$ cat config.mk
export PLATFORM = sky130hd
export DESIGN_NAME = pipeline_ctrl
export DESIGN_NICKNAME = d
export VERILOG_FILES = /design/src/rtl/pipe_ctrl_pkg.sv /design/src/rtl/sat_counter.sv /design/src/rtl/pipeline_ctrl.sv
export SDC_FILE = /design/constraint.sdc
export NUM_CORES = 1
export LEC_CHECK = 0
export CAP_MARGIN = 25
export CORE_MARGIN = 5
export CORE_UTILIZATION = 45
export CTS_CLUSTER_SIZE = 24
export DETAILED_ROUTE_END_ITERATION = 8
export PLACE_DENSITY_LB_ADDON = 0.3
export SLEW_MARGIN = 5
export SYNTH_ARGS = -nofsm -noshare
export SYNTH_HDL_FRONTEND = slang
export SYNTH_SLANG_ARGS = --single-unit
$ cat constraint.sdc
create_clock -name CLK -period 4.26 [get_ports CLK]
set_input_delay 0.639 -clock CLK [delete_from_list [all_inputs] [get_ports CLK]]
set_output_delay 0.639 -clock CLK [all_outputs]
set_load 0.05 [all_outputs]
$ cat src/rtl/pipe_ctrl_pkg.sv
// Shared stage indices, selector type and default freeze mask for the pipeline
// enable/flush controller.
package pipe_ctrl_pkg;

  localparam int NSTAGES_DEF = 5;

  localparam int STG_IF  = 0;
  localparam int STG_ID  = 1;
  localparam int STG_EX  = 2;
  localparam int STG_MEM = 3;
  localparam int STG_WB  = 4;

  typedef logic [3:0] stage_idx_t;

  // Result of a highest-index priority search over per-stage request bits.
  typedef struct packed {
    logic       hit;
    stage_idx_t idx;
  } stage_sel_t;

  localparam logic [NSTAGES_DEF-1:0] FREEZE_MASK_DEF = 5'b01000;

endpackage

$ cat src/rtl/sat_counter.sv
// Saturating up-counter used for the pipeline performance counters; holds at
// all-ones and stops counting while halt is high.
module sat_counter #(
  parameter int CNT_W = 32
) (
  input  logic             CLK,
  input  logic             nRST,
  input  logic             inc,
  input  logic             halt,
  output logic [CNT_W-1:0] q
);

  // Count register with saturation at all-ones.
  always_ff @(posedge CLK or negedge nRST) begin
    if (!nRST) begin
      q <= '0;
    end else if (inc && !halt && !(&q)) begin
      q <= q + CNT_W'(1);
    end else begin
      q <= q;
    end
  end

endmodule

$ cat src/rtl/pipeline_ctrl.sv
// Stage-enable/flush controller: drives en/zero of every pipeline latch from
// stall/flush requests, tracks per-latch valid bits, sticky halt and counters.
module pipeline_ctrl
  import pipe_ctrl_pkg::*;
#(
  parameter int                  NSTAGES     = NSTAGES_DEF,
  parameter int                  CNT_W       = 32,
  parameter logic [NSTAGES-1:0]  FREEZE_MASK = FREEZE_MASK_DEF
) (
  input  logic               CLK,
  input  logic               nRST,
  input  logic [NSTAGES-1:0] stall_req,
  input  logic [NSTAGES-1:0] flush_req,
  input  logic               halt_in,
  output logic [NSTAGES-2:0] stage_en,
  output logic [NSTAGES-2:0] stage_zero,
  output logic [NSTAGES-2:0] stage_valid,
  output logic               halted,
  output logic [CNT_W-1:0]   cyc_cnt,
  output logic [CNT_W-1:0]   stall_cnt,
  output logic [CNT_W-1:0]   flush_cnt,
  output logic [CNT_W-1:0]   retire_cnt
);

  localparam int NL = NSTAGES - 1;

  function automatic stage_sel_t find_oldest(input logic [NSTAGES-1:0] req);
    stage_sel_t sel;
    sel = '0;
    for (int i = 0; i < NSTAGES; i++) begin
      if (req[i]) begin
        sel.hit = 1'b1;
        sel.idx = stage_idx_t'(i);
      end
    end
    return sel;
  endfunction

  stage_sel_t    stall_sel_s;
  stage_sel_t    flush_sel_s;
  logic          active_s;
  logic          freeze_s;
  logic [NL-1:0] en_s;
  logic [NL-1:0] zero_s;
  logic          eff_vld_s;
  stage_idx_t    eff_idx_s;
  logic          in_range_s;
  logic          all_en_s;
  logic          apply_s;
  logic          pend_vld_nxt_s;
  stage_idx_t    pend_f_nxt_s;
  logic [NL-1:0] prev_valid_s;

  logic          halted_r;
  logic          pend_vld_r;
  stage_idx_t    pend_f_r;
  logic [NL-1:0] valid_r;

  // Latch enables/bubbles and pending-flush bookkeeping for the current cycle.
  always_comb begin
    stall_sel_s    = find_oldest(stall_req);
    flush_sel_s    = find_oldest(flush_req);
    active_s       = nRST && !halted_r;
    freeze_s       = 1'b0;
    en_s           = '0;
    zero_s         = '0;
    eff_vld_s      = 1'b0;
    eff_idx_s      = '0;
    in_range_s     = 1'b0;
    all_en_s       = 1'b1;
    apply_s        = 1'b0;
    pend_vld_nxt_s = pend_vld_r;
    pend_f_nxt_s   = pend_f_r;

    for (int i = 0; i < NSTAGES; i++) begin
      freeze_s = freeze_s | (FREEZE_MASK[i] & stall_sel_s.hit &
                             (int'(stall_sel_s.idx) == i));
    end

    if (!active_s) begin
      en_s = '0;
    end else if (!stall_sel_s.hit) begin
      en_s = '1;
    end else if (freeze_s) begin
      en_s = '0;
    end else begin
      // Younger latches hold, the stalled stage's output latch takes a bubble.
      for (int k = 0; k < NL; k++) begin
        en_s[k]   = (k >= int'(stall_sel_s.idx));
        zero_s[k] = (k == int'(stall_sel_s.idx));
      end
    end

    // A pending flush survives unless a new request is at least as old.
    if (pend_vld_r && !(flush_sel_s.hit && (flush_sel_s.idx >= pend_f_r))) begin
      eff_vld_s = active_s;
      eff_idx_s = pend_f_r;
    end else begin
      eff_vld_s = active_s && flush_sel_s.hit;
      eff_idx_s = flush_sel_s.idx;
    end

    for (int k = 0; k < NL; k++) begin
      in_range_s = eff_vld_s && (k < int'(eff_idx_s));
      zero_s[k]  = zero_s[k] | (in_range_s & en_s[k]);
      all_en_s   = all_en_s & (!in_range_s | en_s[k]);
    end
    apply_s = eff_vld_s && all_en_s;

    if (apply_s) begin
      pend_vld_nxt_s = 1'b0;
      pend_f_nxt_s   = '0;
    end else if (eff_vld_s) begin
      pend_vld_nxt_s = 1'b1;
      pend_f_nxt_s   = eff_idx_s;
    end else begin
      pend_vld_nxt_s = pend_vld_r;
      pend_f_nxt_s   = pend_f_r;
    end
  end

  assign prev_valid_s = {valid_r[NL-2:0], 1'b1};

  // Halt, pending flush and per-latch valid state.
  always_ff @(posedge CLK or negedge nRST) begin
    if (!nRST) begin
      halted_r   <= 1'b0;
      pend_vld_r <= 1'b0;
      pend_f_r   <= '0;
      valid_r    <= '0;
    end else begin
      halted_r   <= halted_r | halt_in;
      pend_vld_r <= pend_vld_nxt_s;
      pend_f_r   <= pend_f_nxt_s;
      for (int k = 0; k < NL; k++) begin
        if (en_s[k]) begin
          valid_r[k] <= !zero_s[k] && prev_valid_s[k];
        end else begin
          valid_r[k] <= valid_r[k];
        end
      end
    end
  end

  sat_counter #(.CNT_W(CNT_W)) u_cyc (
    .CLK(CLK), .nRST(nRST), .inc(1'b1), .halt(halted_r), .q(cyc_cnt)
  );
  sat_counter #(.CNT_W(CNT_W)) u_stall (
    .CLK(CLK), .nRST(nRST), .inc(|stall_req), .halt(halted_r), .q(stall_cnt)
  );
  sat_counter #(.CNT_W(CNT_W)) u_flush (
    .CLK(CLK), .nRST(nRST), .inc(apply_s), .halt(halted_r), .q(flush_cnt)
  );
  sat_counter #(.CNT_W(CNT_W)) u_retire (
    .CLK(CLK), .nRST(nRST), .inc(en_s[NL-1] & valid_r[NL-1]), .halt(halted_r),
    .q(retire_cnt)
  );

  assign stage_en    = en_s;
  assign stage_zero  = zero_s;
  assign stage_valid = valid_r;
  assign halted      = halted_r;

endmodule

Word level (Yosys, flattened, before mapping)
Cells that the tools add are included.
W data, S select, Z words.
{"block": "word_totals", "ff_bits": 138, "input_bits": 13, "out_inout_bits": 141, "word_cells": 108}
{"block": "op_classes", "add_sub_neg": 4, "magnitude_cmp": 9, "n_eq_ne": 4, "mux": 22, "bitwise_logic": 18, "n_reduce_logical": 40}
{"op": "$add A32 B1 Y32 const B", "n": 4}
{"op": "$reduce_and A32 Y1", "n": 4}
{"op": "$mux W5", "n": 10}
{"op": "$mux W4", "n": 9}
{"op": "$logic_and A1 B1 Y1", "n": 19}
{"op": "$logic_not A1 Y1", "n": 14}
{"op": "$and A1 B1 Y1", "n": 9}
{"op": "$or A1 B1 Y1", "n": 9}
{"op": "$eq A3 B4 Y1 const A", "n": 2}
{"op": "$ge A1 B4 Y1 const A", "n": 2}
{"op": "$ge A2 B4 Y1 const A", "n": 2}
{"op": "$lt A1 B4 Y1 const A", "n": 2}
{"op": "$lt A2 B4 Y1 const A", "n": 2}
{"op": "$reduce_or A5 Y1", "n": 1}
{"op": "$eq A2 B4 Y1 const A", "n": 1}
{"op": "$eq A4 B3 Y1 const B", "n": 1}
{"op": "$ge A4 B4 Y1", "n": 1}
{"op": "$logic_not A4 Y1", "n": 1}
{"op": "$mux W1", "n": 3}
{"op": "$reduce_bool A2 Y1", "n": 1}

Depth between registers and ports, before layout
Gate-level depths: netlist of run 1.
{"block": "logic_depth", "ltp_word": 20, "depth_mapped": 12, "ltp_nobuf": 11}

Hierarchy
From an unflattened synthesis of run 1, not the netlist that was laid out.
{"block": "hier_totals", "hier_cells": 657, "hier_area_um2": 6993.0}
{"module": "sat_counter", "n_inst": 4, "cells_each": 142, "area_each_um2": 1551.5, "seq_area_each_um2": 800.8}
{"module": "pipeline_ctrl", "n_inst": 1, "cells_each": 89, "area_each_um2": 787.0, "seq_area_each_um2": 250.2}

Worst setup path before layout of run 1
OpenSTA, ideal clock, no wires.
{"block": "synth_path", "path_type": "input to output", "from": "input port flush_req[4]", "to": "output port stage_zero[2]", "t_arrival_ns": 3.137, "t_required_ns": 3.621, "slack_ns": 0.484, "path_stages": 11, "path_cell_list": "buf_4 > o21ba_2 > inv_1 > ha_1 > nor2b_1 > o21a_1 > o31ai_1 > nand3b_1 > o21ai_0 > a211oi_1 > nor2_1"}
{"block": "synth_between", "elab_chain_len": 10}
{"element": "start: declaration", "line": "pipeline_ctrl.sv:13", "source": "input logic [NSTAGES-1:0] flush_req,"}
{"element": "$mux W5 *", "line": "pipeline_ctrl.sv:31", "source": "if (req[i]) begin"}
{"element": "$ge A4 B4 Y1", "line": "pipeline_ctrl.sv:95", "source": "if (pend_vld_r && !(flush_sel_s.hit && (flush_sel_s.idx >= pend_f_r))) begin"}
{"element": "$logic_and A1 B1 Y1", "line": "pipeline_ctrl.sv:95"}
{"element": "$logic_not A1 Y1", "line": "pipeline_ctrl.sv:95"}
{"element": "$logic_and A1 B1 Y1", "line": "pipeline_ctrl.sv:95"}
{"element": "$mux W4", "line": "pipeline_ctrl.sv:95"}
{"element": "$lt A2 B4 Y1", "line": "pipeline_ctrl.sv:104", "source": "in_range_s = eff_vld_s && (k < int'(eff_idx_s));"}
{"element": "$logic_and A1 B1 Y1 *", "line": "pipeline_ctrl.sv:104"}
{"element": "$and A1 B1 Y1 *", "line": "pipeline_ctrl.sv:105", "source": "zero_s[k] = zero_s[k] | (in_range_s & en_s[k]);"}
{"element": "$or A1 B1 Y1 *", "line": "pipeline_ctrl.sv:105"}
{"element": "end: declaration", "line": "pipeline_ctrl.sv:16", "source": "output logic [NSTAGES-2:0] stage_zero,"}
Every way passes the cells marked *; elsewhere a longest branch is shown, timed or not.

Final worst setup path of run 1
Same ends and word-level chain as after synthesis.

==> reports/qor.yml, run 1 <==
clock_network:
  clockRootBuffer: "sky130_fd_sc_hd__clkbuf_16"
  ctsHoldBuffers: 0
  cts_tree: "built"
  cts.repair_timing.setup_buffer_count: 0
  clock_sinks: 138
  max-clock-path-buffers: 2
  cts_resized: 0
  clkLatencyLatePin_ns: 0.42
  tritoncts.num_buffers: 17
  clkTransAtPathRegs_ns: 0.05
  cts_max_level: 4
place:
  hpwl_mm: 12.0
  i_o_buffers: 153
  globalplace.congestion: 0.884
  dpl-instance-area_um2: 8490
floorplan:
  coreArea_um2: 14600
  die_w_um: 132
  die_area_um2: 17500
  rows: 44
  start_util_pct: 46.0
  floorplan.die.height_um: 132
  boundaryPins: 154
run:
  drv.max_cap_violation_count: 0
cells_and_area:
  proportion_of_layout_cells_with_a_drive_suffix_above_1_pct: 7.77
  post-route-cell-area_um2: 9140
  design.final.nets: 831
  antennaDiodeCount: 0
  area_delta_synth_final_pct: 36.1
run_status:
  run_status: "complete, no violations"
synthesis:
  avgSynthCellArea_um2: 10.5
  synth.area.top_cells: "sky130_fd_sc_hd__dfrtp_1, sky130_fd_sc_hd__xnor2_1, sky130_fd_sc_hd__xor2_1"
  gate_count_after_technology_mapping: 642
  ys.warnings.count: 0
  synthFlopType: "sky130_fd_sc_hd__dfrtp_1"
  synth_largest_type_area_fraction_pct: 51.4
  synth.ff_latch_count: 138
  synthesis.nets: 662
  synth_async_sr_flop_share_pct: 100
  synth_enable_flop_cells: 0
  seq_area_frac_synth_pct: 51.4
  synth.largest_area_cell: "sky130_fd_sc_hd__dfrtp_1"
  netlist_area_um2: 6720
  post_synth_num_cell_types: 55
route:
  final_antenna_net_count: 0
  drt_iter0_markers: 285
  wl_mm: 16.6
  wl_per_cell_um: 16.5
  drt_pre_antenna_iters: 5
  detailroute.via_count: 5433
  post-route-drc-count: 0
  drt-vias-per-instance: 5.39
min_path:
  path_class_of_the_lowest_slack_min_delay_path: "input port to async pin"
global_route:
  grt_max_degree: 74
  vias_in_the_first_global_route: 5491
  overall_fraction_of_global_route_tracks_in_use_pct: 19.5
  grt_pass1_wl_mm: 28.1
  antenna_found_initial: 0
  grt_overflow: 0
setup_path:
  crit_path_end_kind: "output pin"
  path_max_fanout: 10
  critical_path.startpoint_type: "input port"
  path_class: "input port to output pin"
  critical_path_arrival_ns: 3.17
  critical_path_required_ns: 3.62
timing:
  setup-tns-final_ns: 0
  layout_worst_path_cycle_share_pct: 89.5
  period_minus_slack_ns: 3.81
  drv_slew: 0
  fmax_mhz: 262
  fin_skew_ns: 0.00975
  worst_slew_pin_slew_ns: 0.831
  final-setup-viol-count: 0
  slew-limit-headroom_pct: 44.6
  finalHoldViolCount: 0
  rsz0062_at_grt: "false"
power_and_ir_drop:
  power_per_cell_area_nw_per_um2: 342
  power.leakage_uw: 0.00393
  vdd_drop_max_mv: 0.246
## layer usage
| metal | vias to the layer above | share of wire [%] | track usage [%] |
|---|---|---|---|
| met5 | - | 0 | 0 |
| met4 | 0 | 1.2 | 5.43 |
| met3 | 17 | 6.2 | 6.45 |
| met1 | 2664 | 45 | 25.3 |
| met2 | 172 | 47 | 31.3 |
| li1 | 2580 | - | - |
## worst paths after layout
path,cells after the start,start,slack [ns],endpoint
worst min register to register,1,u_retire.q[30],0.48,u_retire.q[30]
min in group CLK,1,u_retire.q[30],0.48,u_retire.q[30]
worst max register to register,8,halted,1.18,u_flush.q[1]
worst min-delay path,2,nRST,0.43,pend_f_r[0]
max in group asynchronous,4,nRST,2.75,u_stall.q[17]
worst max-delay path,12,flush_req[4],0.45,stage_zero[2]
## worst max-delay path: stages
cell                              delay (ns)
sky130_fd_sc_hd__clkdlybuf4s50_1        0.49
sky130_fd_sc_hd__buf_4                  0.18
sky130_fd_sc_hd__nor2_1                 0.10
sky130_fd_sc_hd__ha_1                   0.28
sky130_fd_sc_hd__nand2_1                0.06
sky130_fd_sc_hd__o21a_1                 0.20
sky130_fd_sc_hd__o31ai_1                0.22
sky130_fd_sc_hd__buf_4                  0.19
sky130_fd_sc_hd__o21ai_0                0.15
sky130_fd_sc_hd__a211oi_1               0.37
sky130_fd_sc_hd__nor2_1                 0.09
sky130_fd_sc_hd__buf_4                  0.20
## cell usage in the layout (no fill, tap or decap), types with 4 or more instances in the layout
master	instances
sky130_fd_sc_hd__a21oi_1	6
sky130_fd_sc_hd__nor2b_1	9
sky130_fd_sc_hd__dfrtp_1	138
sky130_fd_sc_hd__bufinv_16	4
sky130_fd_sc_hd__nor3_1	20
sky130_fd_sc_hd__or3_1	4
sky130_fd_sc_hd__clkbuf_1	5
sky130_fd_sc_hd__nor4_1	5
sky130_fd_sc_hd__nand2_1	57
sky130_fd_sc_hd__nand3_1	52
sky130_fd_sc_hd__buf_4	12
sky130_fd_sc_hd__clkbuf_16	17
sky130_fd_sc_hd__clkdlybuf4s50_1	146
sky130_fd_sc_hd__and2_1	10
sky130_fd_sc_hd__and3_1	21
sky130_fd_sc_hd__o21ai_0	6
sky130_fd_sc_hd__inv_1	16
sky130_fd_sc_hd__or2_2	4
sky130_fd_sc_hd__and4_1	10
sky130_fd_sc_hd__xnor2_1	88
sky130_fd_sc_hd__nor2_1	51
sky130_fd_sc_hd__xor2_1	35
sky130_fd_sc_hd__ha_1	7
sky130_fd_sc_hd__nand4_1	44
## state kept, by name (all words and copies together) (netlist names)
register and flops:
pend_f_r 4, halted 1, u_cyc.q 32, u_retire.q 32, stage_valid 4, u_stall.q 32
u_flush.q 32, pend_vld_r 1
## power by group
part | internal [µW] | total, µW | switching (µW)
Clock | 1020 | 1550 | 528
Combinational | 74.0 | 218 | 144
Sequential | 1330 | 1350 | 24.8
## Yosys cell counts, types with 3 or more instances
cell type / number
sky130_fd_sc_hd__inv_1: 16
sky130_fd_sc_hd__nor4_1: 5
sky130_fd_sc_hd__ha_1: 7
sky130_fd_sc_hd__nand3_1: 52
sky130_fd_sc_hd__nor2_1: 51
sky130_fd_sc_hd__or3_1: 4
sky130_fd_sc_hd__nand4b_1: 3
sky130_fd_sc_hd__clkbuf_1: 5
sky130_fd_sc_hd__o21a_1: 3
sky130_fd_sc_hd__nand2_1: 57
sky130_fd_sc_hd__and2_1: 10
sky130_fd_sc_hd__nand4_1: 44
sky130_fd_sc_hd__buf_2: 4
sky130_fd_sc_hd__a21oi_1: 6
sky130_fd_sc_hd__o21ai_0: 6
sky130_fd_sc_hd__or2_2: 4
sky130_fd_sc_hd__xor2_1: 35
sky130_fd_sc_hd__nor2b_1: 9
sky130_fd_sc_hd__and4_1: 10
sky130_fd_sc_hd__dfrtp_1: 138
sky130_fd_sc_hd__nor3_1: 20
sky130_fd_sc_hd__and3_1: 21
sky130_fd_sc_hd__xnor2_1: 88
sky130_fd_sc_hd__a211oi_1: 3
## cell families after synthesis
logic type | share of synthesized area (%)
buf+inv | 2.16
flops | 51.4
xor+xnor | 16.0
fa+ha+maj | 1.30
mux | 0.652
simple gates | 24.5
compound gates | 3.88
## through the flow
| step | utilization [%] | total power, µW | hold WS [ns] | instances | setup WS (ns) |
|---|---|---|---|---|---|
| after detailed placement | 58.2 | 1590 | 0.480 | 974 | 0.442 |
| after global placement | 58.2 | 1590 | 0.475 | 974 | 0.465 |
| final | 62.7 | 3120 | 0.426 | 1008 | 0.448 |
| after global routing | 62.7 | 3230 | 0.497 | 1008 | 0.284 |
| after floorplan | - | 1510 | 0.343 | 642 | 0.484 |
| after CTS | 62.4 | 3150 | 0.451 | 1006 | 0.446 |
## final cells by class
cell class | instances | area, µm²
fillers | 1107 | 5450
multi-input cells | 473 | 3120
flip-flops and latches | 138 | 3450
clock buffers | 25 | 485
clock inverters | 7 | 138
inverters | 17 | 63.8
well taps | 184 | 230
repair buffers | 164 | 1660
Power figures use the tool's default switching activity.
==> run 2: changes to the inputs <==
--- a/config.mk
+++ b/config.mk
@@ -5,6 +5,7 @@
 export SDC_FILE = /design/constraint.sdc
 export NUM_CORES = 1
 export LEC_CHECK = 0
+export ABC_AREA = 1
 export CAP_MARGIN = 25
 export CORE_MARGIN = 5
 export CORE_UTILIZATION = 45
==> run 2 against run 1 <==
Effect of this change:
- core utilization fell by 3.1 points
- count of clock-buffer cells in the layout fell by 4
- global-route usage rose by 2.6 points
- combinational power rose by 22%
- register-to-register slack improved by 0.31 ns
- sequential share of layout area fell by 5.7 points
- wire length rose by 42%
- largest cell class is now multi-input combinational cells
==> reports/qor.yml, run 2 <==
run_status:
  run_status: "complete, no violations"  # unchanged
timing:
  drv_slew: 0  # unchanged
  fmax_mhz: 255  # was 262 MHz
  period_minus_slack_ns: 3.92  # was 3.81 ns
  finalHoldViolCount: 0  # unchanged
  rsz0062_at_grt: "false"  # unchanged
  setup-tns-final_ns: 0  # unchanged
  fin_skew_ns: 0.0147  # was 0.00975 ns
  slew-limit-headroom_pct: 44.1  # was 44.6%
  final-setup-viol-count: 0  # unchanged
  layout_worst_path_cycle_share_pct: 92.0  # was 89.5%
  worst_slew_pin_slew_ns: 0.839  # was 0.831 ns
clock_network:
  clkTransAtPathRegs_ns: 0.06  # was 0.05 ns
  max-clock-path-buffers: 2  # unchanged
  ctsHoldBuffers: 0  # unchanged
  clockRootBuffer: "sky130_fd_sc_hd__clkbuf_16"  # unchanged
  clock_sinks: 138  # unchanged
  cts_max_level: 4  # unchanged
  cts_tree: "built"  # unchanged
  cts.repair_timing.setup_buffer_count: 0  # unchanged
  clkLatencyLatePin_ns: 0.43  # was 0.42 ns
  tritoncts.num_buffers: 17  # unchanged
  cts_resized: 0  # unchanged
route:
  wl_per_cell_um: 15.6  # was 16.5 µm
  drt_pre_antenna_iters: 7  # was 5
  drt_iter0_markers: 594  # was 285
  drt-vias-per-instance: 5.28  # was 5.39
  final_antenna_net_count: 0  # unchanged
  wl_mm: 23.6  # was 16.6 mm
  post-route-drc-count: 0  # unchanged
  detailroute.via_count: 7982  # was 5433
place:
  i_o_buffers: 153  # unchanged
  globalplace.congestion: 0.941  # was 0.884
  dp_cells: 1481  # was 974
  hpwl_mm: 17.3  # was 12.0 mm
  dpl-instance-area_um2: 10100  # was 8490 µm²
synthesis:
  synth.largest_area_cell: "sky130_fd_sc_hd__dfrtp_1"  # unchanged
  synthesis.nets: 1137  # was 662
  avgSynthCellArea_um2: 7.45  # was 10.5 µm²
  post_synth_num_cell_types: 36  # was 55
  post_synth_most_frequent_cells: "sky130_fd_sc_hd__nand2_1, sky130_fd_sc_hd__dfrtp_1, sky130_fd_sc_hd__nor2_1, sky130_fd_sc_hd__xor2_1, sky130_fd_sc_hd__inv_1"  # was sky130_fd_sc_hd__dfrtp_1, sky130_fd_sc_hd__xnor2_1, sky130_fd_sc_hd__nand2_1, sky130_fd_sc_hd__nand3_1, sky130_fd_sc_hd__nor2_1
  synthFlopType: "sky130_fd_sc_hd__dfrtp_1"  # unchanged
  seq_area_frac_synth_pct: 41.5  # was 51.4%
  synth_async_sr_flop_share_pct: 100  # unchanged
  synth.ff_latch_count: 138  # unchanged
  netlist_area_um2: 8320  # was 6720 µm²
  gate_count_after_technology_mapping: 1117  # was 642
  synth.most_common_cell: "sky130_fd_sc_hd__nand2_1"  # was sky130_fd_sc_hd__dfrtp_1
  synth_largest_type_area_fraction_pct: 41.5  # was 51.4%
  ys.warnings.count: 0  # unchanged
  synth.area.top_cells: "sky130_fd_sc_hd__dfrtp_1, sky130_fd_sc_hd__nand2_1, sky130_fd_sc_hd__xor2_1"  # was sky130_fd_sc_hd__dfrtp_1, sky130_fd_sc_hd__xnor2_1, sky130_fd_sc_hd__xor2_1
  synth_enable_flop_cells: 0  # unchanged
power_and_ir_drop:
  total_power_uw: 3350  # was 3120 µW
  combPwrFrac_pct: 7.9  # was 7.0%
  share_seq_of_total_power_pct: 41.0  # was 43.3%
  power.leakage_uw: 0.00489  # was 0.00393 µW
  power_per_cell_area_nw_per_um2: 311  # was 342 nW/µm²
  vdd_drop_max_mv: 0.283  # was 0.246 mV
  internal_power_uw: 2550  # was 2430 µW
  swShare_pct: 23.8  # was 22.3%
  power.net_switching_uw: 796  # was 697 µW
  clock_power_share_pct: 51.0  # was 49.7%
cells_and_area:
  area_delta_synth_final_pct: 29.3  # was 36.1%
  antennaDiodeCount: 0  # unchanged
  design.final.nets: 1291  # was 831
  leading_cell_type_in_the_layout_fill_and_taps_excluded: "sky130_fd_sc_hd__nand2_1"  # was sky130_fd_sc_hd__clkdlybuf4s50_1
  register_area_um2: 3450  # unchanged
  proportion_of_layout_cells_with_a_drive_suffix_above_1_pct: 4.91  # was 7.77%
  layout.core_utilization_pct: 59.5  # was 62.7%
  nFillCells: 1675  # was 1107
  multi_input_area_um2: 4380  # was 3120 µm²
  post-route-cell-area_um2: 10800  # was 9140 µm²
  post_layout_nonfiller_instances: 1513  # was 1008
  final_cell_mix: "sky130_fd_sc_hd__nand2_1, sky130_fd_sc_hd__clkdlybuf4s50_1, sky130_fd_sc_hd__dfrtp_1"  # was sky130_fd_sc_hd__clkdlybuf4s50_1, sky130_fd_sc_hd__dfrtp_1, sky130_fd_sc_hd__xnor2_1
global_route:
  grt_max_degree: 65  # was 74
  grt_overflow: 0  # unchanged
  grt_pass1_wl_mm: 39.2  # was 28.1 mm
  vias_in_the_first_global_route: 7731  # was 5491
  overall_fraction_of_global_route_tracks_in_use_pct: 22.1  # was 19.5%
  antenna_found_initial: 0  # unchanged
floorplan:
  coreArea_um2: 18100  # was 14600 µm²
  floorplan.die.height_um: 146  # was 132 µm
  boundaryPins: 154  # unchanged
  rows: 49  # was 44
  die_w_um: 146  # was 132 µm
  die_area_um2: 21300  # was 17500 µm²
  start_util_pct: 46.0  # about the same
setup_path:
  crit_path_end_kind: "output pin"  # unchanged
  critical_path_arrival_ns: 3.28  # was 3.17 ns
  critical_path_required_ns: 3.62  # about the same
  critical_path.startpoint_type: "input port"  # unchanged
  path_class: "input port to output pin"  # unchanged
  rr_worst_depth: 15  # was 8
  reg2reg_setup_slack_ns: 1.49  # was 1.18 ns
  path_max_fanout: 4  # was 10
min_path:
  path_class_of_the_lowest_slack_min_delay_path: "input port to async pin"  # unchanged
run:
  drv.max_cap_violation_count: 0  # unchanged
[run 2: cell count changes after synthesis, sizes merged, moves of 25 or more]
cell	before	now
nand2	58	372
xnor2	88	30
xor2	35	91
inv	17	94
nor3	21	60
nand4	44	69
nor2	51	127
[run 2: cell families (layout without fill, tap and decap cells)]
| kind of cell | count (synthesis) | after routing | share of synthesized area [%] |
|---|---|---|---|
| compound gates | 36 | 36 | 2.34 |
| xor+xnor | 121 | 121 | 12.7 |
| fa+ha+maj | 7 | 7 | 1.05 |
| buf+inv | 120 | 287 | 5.95 |
| flops | 138 | 138 | 41.5 |
| simple gates | 695 | 695 | 36.4 |
[run 2: routing by layer]
layer	up-vias	wire (µm)	global-route usage (%)
li1	3950	-	-
met1	3766	11200	31.5
met2	249	10800	34.7
met3	17	1340	5.33
met4	0	191	4.75
met5	-	0	0
[run 2: area by class of cell]
cell class                      count  share of cell area, %
Timing Repair Buffer              161                   15.0
Multi-Input combinational cell    859                   40.7
Clock inverter                     11                   2.00
Sequential cell                   138                   32.1
Clock buffer                       21                   4.28
Tap cell                          229                   2.66
Inverter                           94                   3.28
[run 2: metrics by stage]
stage	hold WS (ns)	setup WS (ns)
2_1_floorplan	0.343	0.318
3_3_place_gp	0.460	0.495
3_5_place_dp	0.462	0.418
4_1_cts	0.00707	0.384
5_1_grt	0.00592	0.122
6_report	0.0143	0.341
[run 2: power by group through the flow]
stage	logic, µW	clock network, µW	registers [µW]
finish	266	1710	1370
global route	289	1800	1380
detailed placement	266	0	1400
global placement	261	0	1400
floorplan	81.5	0	1470
CTS	267	1730	1370
[run 2: worst max-delay path: stages]
cell and delay (ns):
sky130_fd_sc_hd__clkdlybuf4s50_1 0.49, sky130_fd_sc_hd__nor2_1 0.05, sky130_fd_sc_hd__o21ai_0 0.39, sky130_fd_sc_hd__ha_1 0.33
sky130_fd_sc_hd__nand4_1 0.10, sky130_fd_sc_hd__nand3_1 0.08, sky130_fd_sc_hd__nand2_1 0.12, sky130_fd_sc_hd__nand2_1 0.12
sky130_fd_sc_hd__nand2_1 0.10, sky130_fd_sc_hd__nand3_1 0.13, sky130_fd_sc_hd__o21ai_0 0.21, sky130_fd_sc_hd__buf_4 0.15
sky130_fd_sc_hd__nor2_1 0.03, sky130_fd_sc_hd__nor2_1 0.17, sky130_fd_sc_hd__buf_12 0.17
[run 2: path summary, 6_finish.rpt]
| check | startpoint | endpoint |
|---|---|---|
| min in group CLK | u_retire.q[7] | u_retire.q[7] |
| max reg2reg | pend_f_r[2] | u_flush.q[23] |
| max in group asynchronous | nRST | u_stall.q[0] |
| min reg2reg | u_retire.q[7] | u_retire.q[7] |
| min | nRST | u_cyc.q[30] |
| max | flush_req[2] | stage_zero[2] |
==> run 3: changes to the inputs <==
--- a/config.mk
+++ b/config.mk
@@ -9,9 +9,11 @@
 export CAP_MARGIN = 25
 export CORE_MARGIN = 5
 export CORE_UTILIZATION = 45
+export CTS_BUF_LIST = sky130_fd_sc_hd__clkbuf_8 sky130_fd_sc_hd__clkbuf_16
 export CTS_CLUSTER_SIZE = 24
 export DETAILED_ROUTE_END_ITERATION = 8
 export PLACE_DENSITY_LB_ADDON = 0.3
+export RECOVER_POWER = 50
 export SLEW_MARGIN = 5
 export SYNTH_ARGS = -nofsm -noshare
 export SYNTH_HDL_FRONTEND = slang
==> run 3 against run 2 <==
Effect of this change:
- the run now ends with max-capacitance violations, max-slew violations left
- global-route usage is the same
- setup slack gained 0.026 ns
- die area is the same
- first-iteration DRC count shrank 4.4%
- hold slack gained 0.22 ns
- core utilization shrank 0.12 points
- final area shrank 0.21%
- critical path type unchanged
==> reports/qor.yml, run 3 (synthesis results as in run 2) <==
power_and_ir_drop:
  swShare_pct: 23.8  # about the same
  internal_power_uw: 2540  # was 2550 µW
  vdd_drop_max_mv: 0.283  # about the same
  combPwrFrac_pct: 7.7  # was 7.9%
  power.leakage_uw: 0.00498  # was 0.00489 µW
  power_per_cell_area_nw_per_um2: 310  # was 311 nW/µm²
  power.net_switching_uw: 793  # was 796 µW
  total_power_uw: 3330  # was 3350 µW
  share_seq_of_total_power_pct: 41.2  # was 41.0%
  clock_power_share_pct: 51.1  # was 51.0%
clock_network:
  clockRootBuffer: "sky130_fd_sc_hd__clkbuf_16"  # unchanged
  clkTransAtPathRegs_ns: 0.06  # about the same
  max-clock-path-buffers: 2  # unchanged
  tritoncts.num_buffers: 17  # unchanged
  clkLatencyLatePin_ns: 0.43  # about the same
  clock_sinks: 138  # unchanged
  cts.repair_timing.setup_buffer_count: 0  # unchanged
  ctsHoldBuffers: 0  # unchanged
  cts_max_level: 4  # unchanged
  cts_tree: "built"  # unchanged
  cts_resized: 0  # unchanged
place:
  i_o_buffers: 153  # unchanged
  globalplace.congestion: 0.941  # unchanged
  hpwl_mm: 17.3  # unchanged
  dpl-instance-area_um2: 10100  # unchanged
route:
  final_antenna_net_count: 0  # unchanged
  drt-vias-per-instance: 5.25  # was 5.28
  detailroute.via_count: 7948  # was 7982
  post-route-drc-count: 0  # unchanged
  drt_iter0_markers: 568  # was 594
  wl_per_cell_um: 15.5  # was 15.6 µm
  wl_mm: 23.5  # was 23.6 mm
  drt_pre_antenna_iters: 6  # was 7
global_route:
  vias_in_the_first_global_route: 7731  # unchanged
  grt_pass1_wl_mm: 39.2  # unchanged
  antenna_found_initial: 0  # unchanged
  grt_overflow: 0  # unchanged
  grt_max_degree: 65  # unchanged
  overall_fraction_of_global_route_tracks_in_use_pct: 22.1  # unchanged
setup_path:
  path_class: "input port to output pin"  # unchanged
  crit_path_end_kind: "output pin"  # unchanged
  critical_path.startpoint_type: "input port"  # unchanged
  critical_path_required_ns: 3.62  # about the same
  crit_path_top_delay_cell: "sky130_fd_sc_hd__clkdlybuf4s50_1"  # unchanged
  crit_path_max_incr_delay_ns: 0.49  # about the same
  path_max_fanout: 4  # unchanged
  rr_worst_depth: 15  # unchanged
  critical_path_arrival_ns: 3.25  # was 3.28 ns
  timing.critical_path.cells: "clkdlybuf4s50_1 -> nor2_1 -> o21ai_0 -> ha_1 -> nand4_1 -> nand3_1 -> nand2_1 -> nand2_1 -> nand2_1 -> nand3_1 -> o21ai_0 -> buf_4 -> nor2_1 -> nor2_1 -> buf_12"  # unchanged
timing:
  final-setup-viol-count: 0  # unchanged
  setup-tns-final_ns: 0  # unchanged
  period_minus_slack_ns: 3.89  # was 3.92 ns
  slew-limit-headroom_pct: -7.98  # was 44.1%
  finalHoldViolCount: 0  # unchanged
  worst_slew_pin_slew_ns: 1.62  # was 0.839 ns
  layout_worst_path_cycle_share_pct: 91.4  # was 92.0%
  fin_skew_ns: 0.0148  # was 0.0147 ns
  rsz0062_at_grt: "false"  # unchanged
  drv_slew: 129  # was 0
  fmax_mhz: 257  # was 255 MHz
cells_and_area:
  design.final.nets: 1291  # unchanged
  layout.core_utilization_pct: 59.4  # was 59.5%
  final_cell_mix: "sky130_fd_sc_hd__nand2_1, sky130_fd_sc_hd__dfrtp_1, sky130_fd_sc_hd__nor2_1"  # was sky130_fd_sc_hd__nand2_1, sky130_fd_sc_hd__clkdlybuf4s50_1, sky130_fd_sc_hd__dfrtp_1
  nFillCells: 1680  # was 1675
  register_area_um2: 3450  # unchanged
  post-route-cell-area_um2: 10700  # was 10800 µm²
  area_delta_synth_final_pct: 29.1  # was 29.3%
  leading_cell_type_in_the_layout_fill_and_taps_excluded: "sky130_fd_sc_hd__nand2_1"  # unchanged
  multi_input_area_um2: 4380  # about the same
  proportion_of_layout_cells_with_a_drive_suffix_above_1_pct: 4.44  # was 4.91%
  antennaDiodeCount: 0  # unchanged
floorplan:
  rows: 49  # unchanged
  coreArea_um2: 18100  # unchanged
  floorplan.die.height_um: 146  # unchanged
  die_area_um2: 21300  # unchanged
  boundaryPins: 154  # unchanged
  start_util_pct: 46.0  # unchanged
  die_w_um: 146  # unchanged
min_path:
  path_class_of_the_lowest_slack_min_delay_path: "input port to async pin"  # unchanged
run:
  drv.max_cap_violation_count: 2  # was 0
run_status:
  violated_checks: "max-capacitance violations, max-slew violations"
  run_status: "finished, violations left"  # was complete, no violations
run 3: layer usage:
metal | part of all wire (%) | GRT usage, % | vias up
li1 | - | - | 3944
met1 | 47 | 31.5 | 3722
met2 | 46 | 34.7 | 261
met3 | 5.9 | 5.33 | 21
met4 | 0.84 | 4.75 | 0
met5 | 0 | 0 | -
run 3: path summary, 6_finish.rpt:
path	start	end	slack (ns)
worst min register to register	u_retire.q[7]	u_retire.q[7]	0.51
worst max register to register	pend_f_r[2]	u_flush.q[23]	1.49
worst max-delay path	flush_req[2]	stage_zero[2]	0.37
worst min-delay path	nRST	u_cyc.q[30]	0.23
max in group asynchronous	nRST	u_stall.q[0]	2.00
min in group CLK	u_retire.q[7]	u_retire.q[7]	0.51
run 3: critical path, delay by kind of cell:
kind / cells / cell delay, ns
compound gates: 2 / 0.60
fa+ha+maj: 1 / 0.33
buf+inv: 3 / 0.81
simple gates: 9 / 0.88
run 3: final cells by class:
class	count	area share, %
clock inverter	13	2.07
timing repair buffer	161	14.9
clock buffer	19	4.22
multi-input combinational	859	40.7
inverter	94	3.28
sequential	138	32.1
tap	229	2.67
run 3: metrics by stage:
stage                     worst slack [ns]  std cells  hold slack [ns]
after floorplan                      0.318       1117            0.343
after global placement               0.495       1481            0.460
after detailed placement             0.418       1481            0.462
after CTS                            0.384       1513          0.00687
after global routing                 0.121       1513            0.296
final                                0.367       1513            0.231
run 3: power groups by stage:
stage          sequential, µW  combinational, µW  clock, µW
2_1_floorplan            1470               81.5          0
3_3_place_gp             1400                261          0
3_5_place_dp             1400                266          0
4_1_cts                  1370                267       1730
5_1_grt                  1380                283       1800
6_report                 1370                258       1700
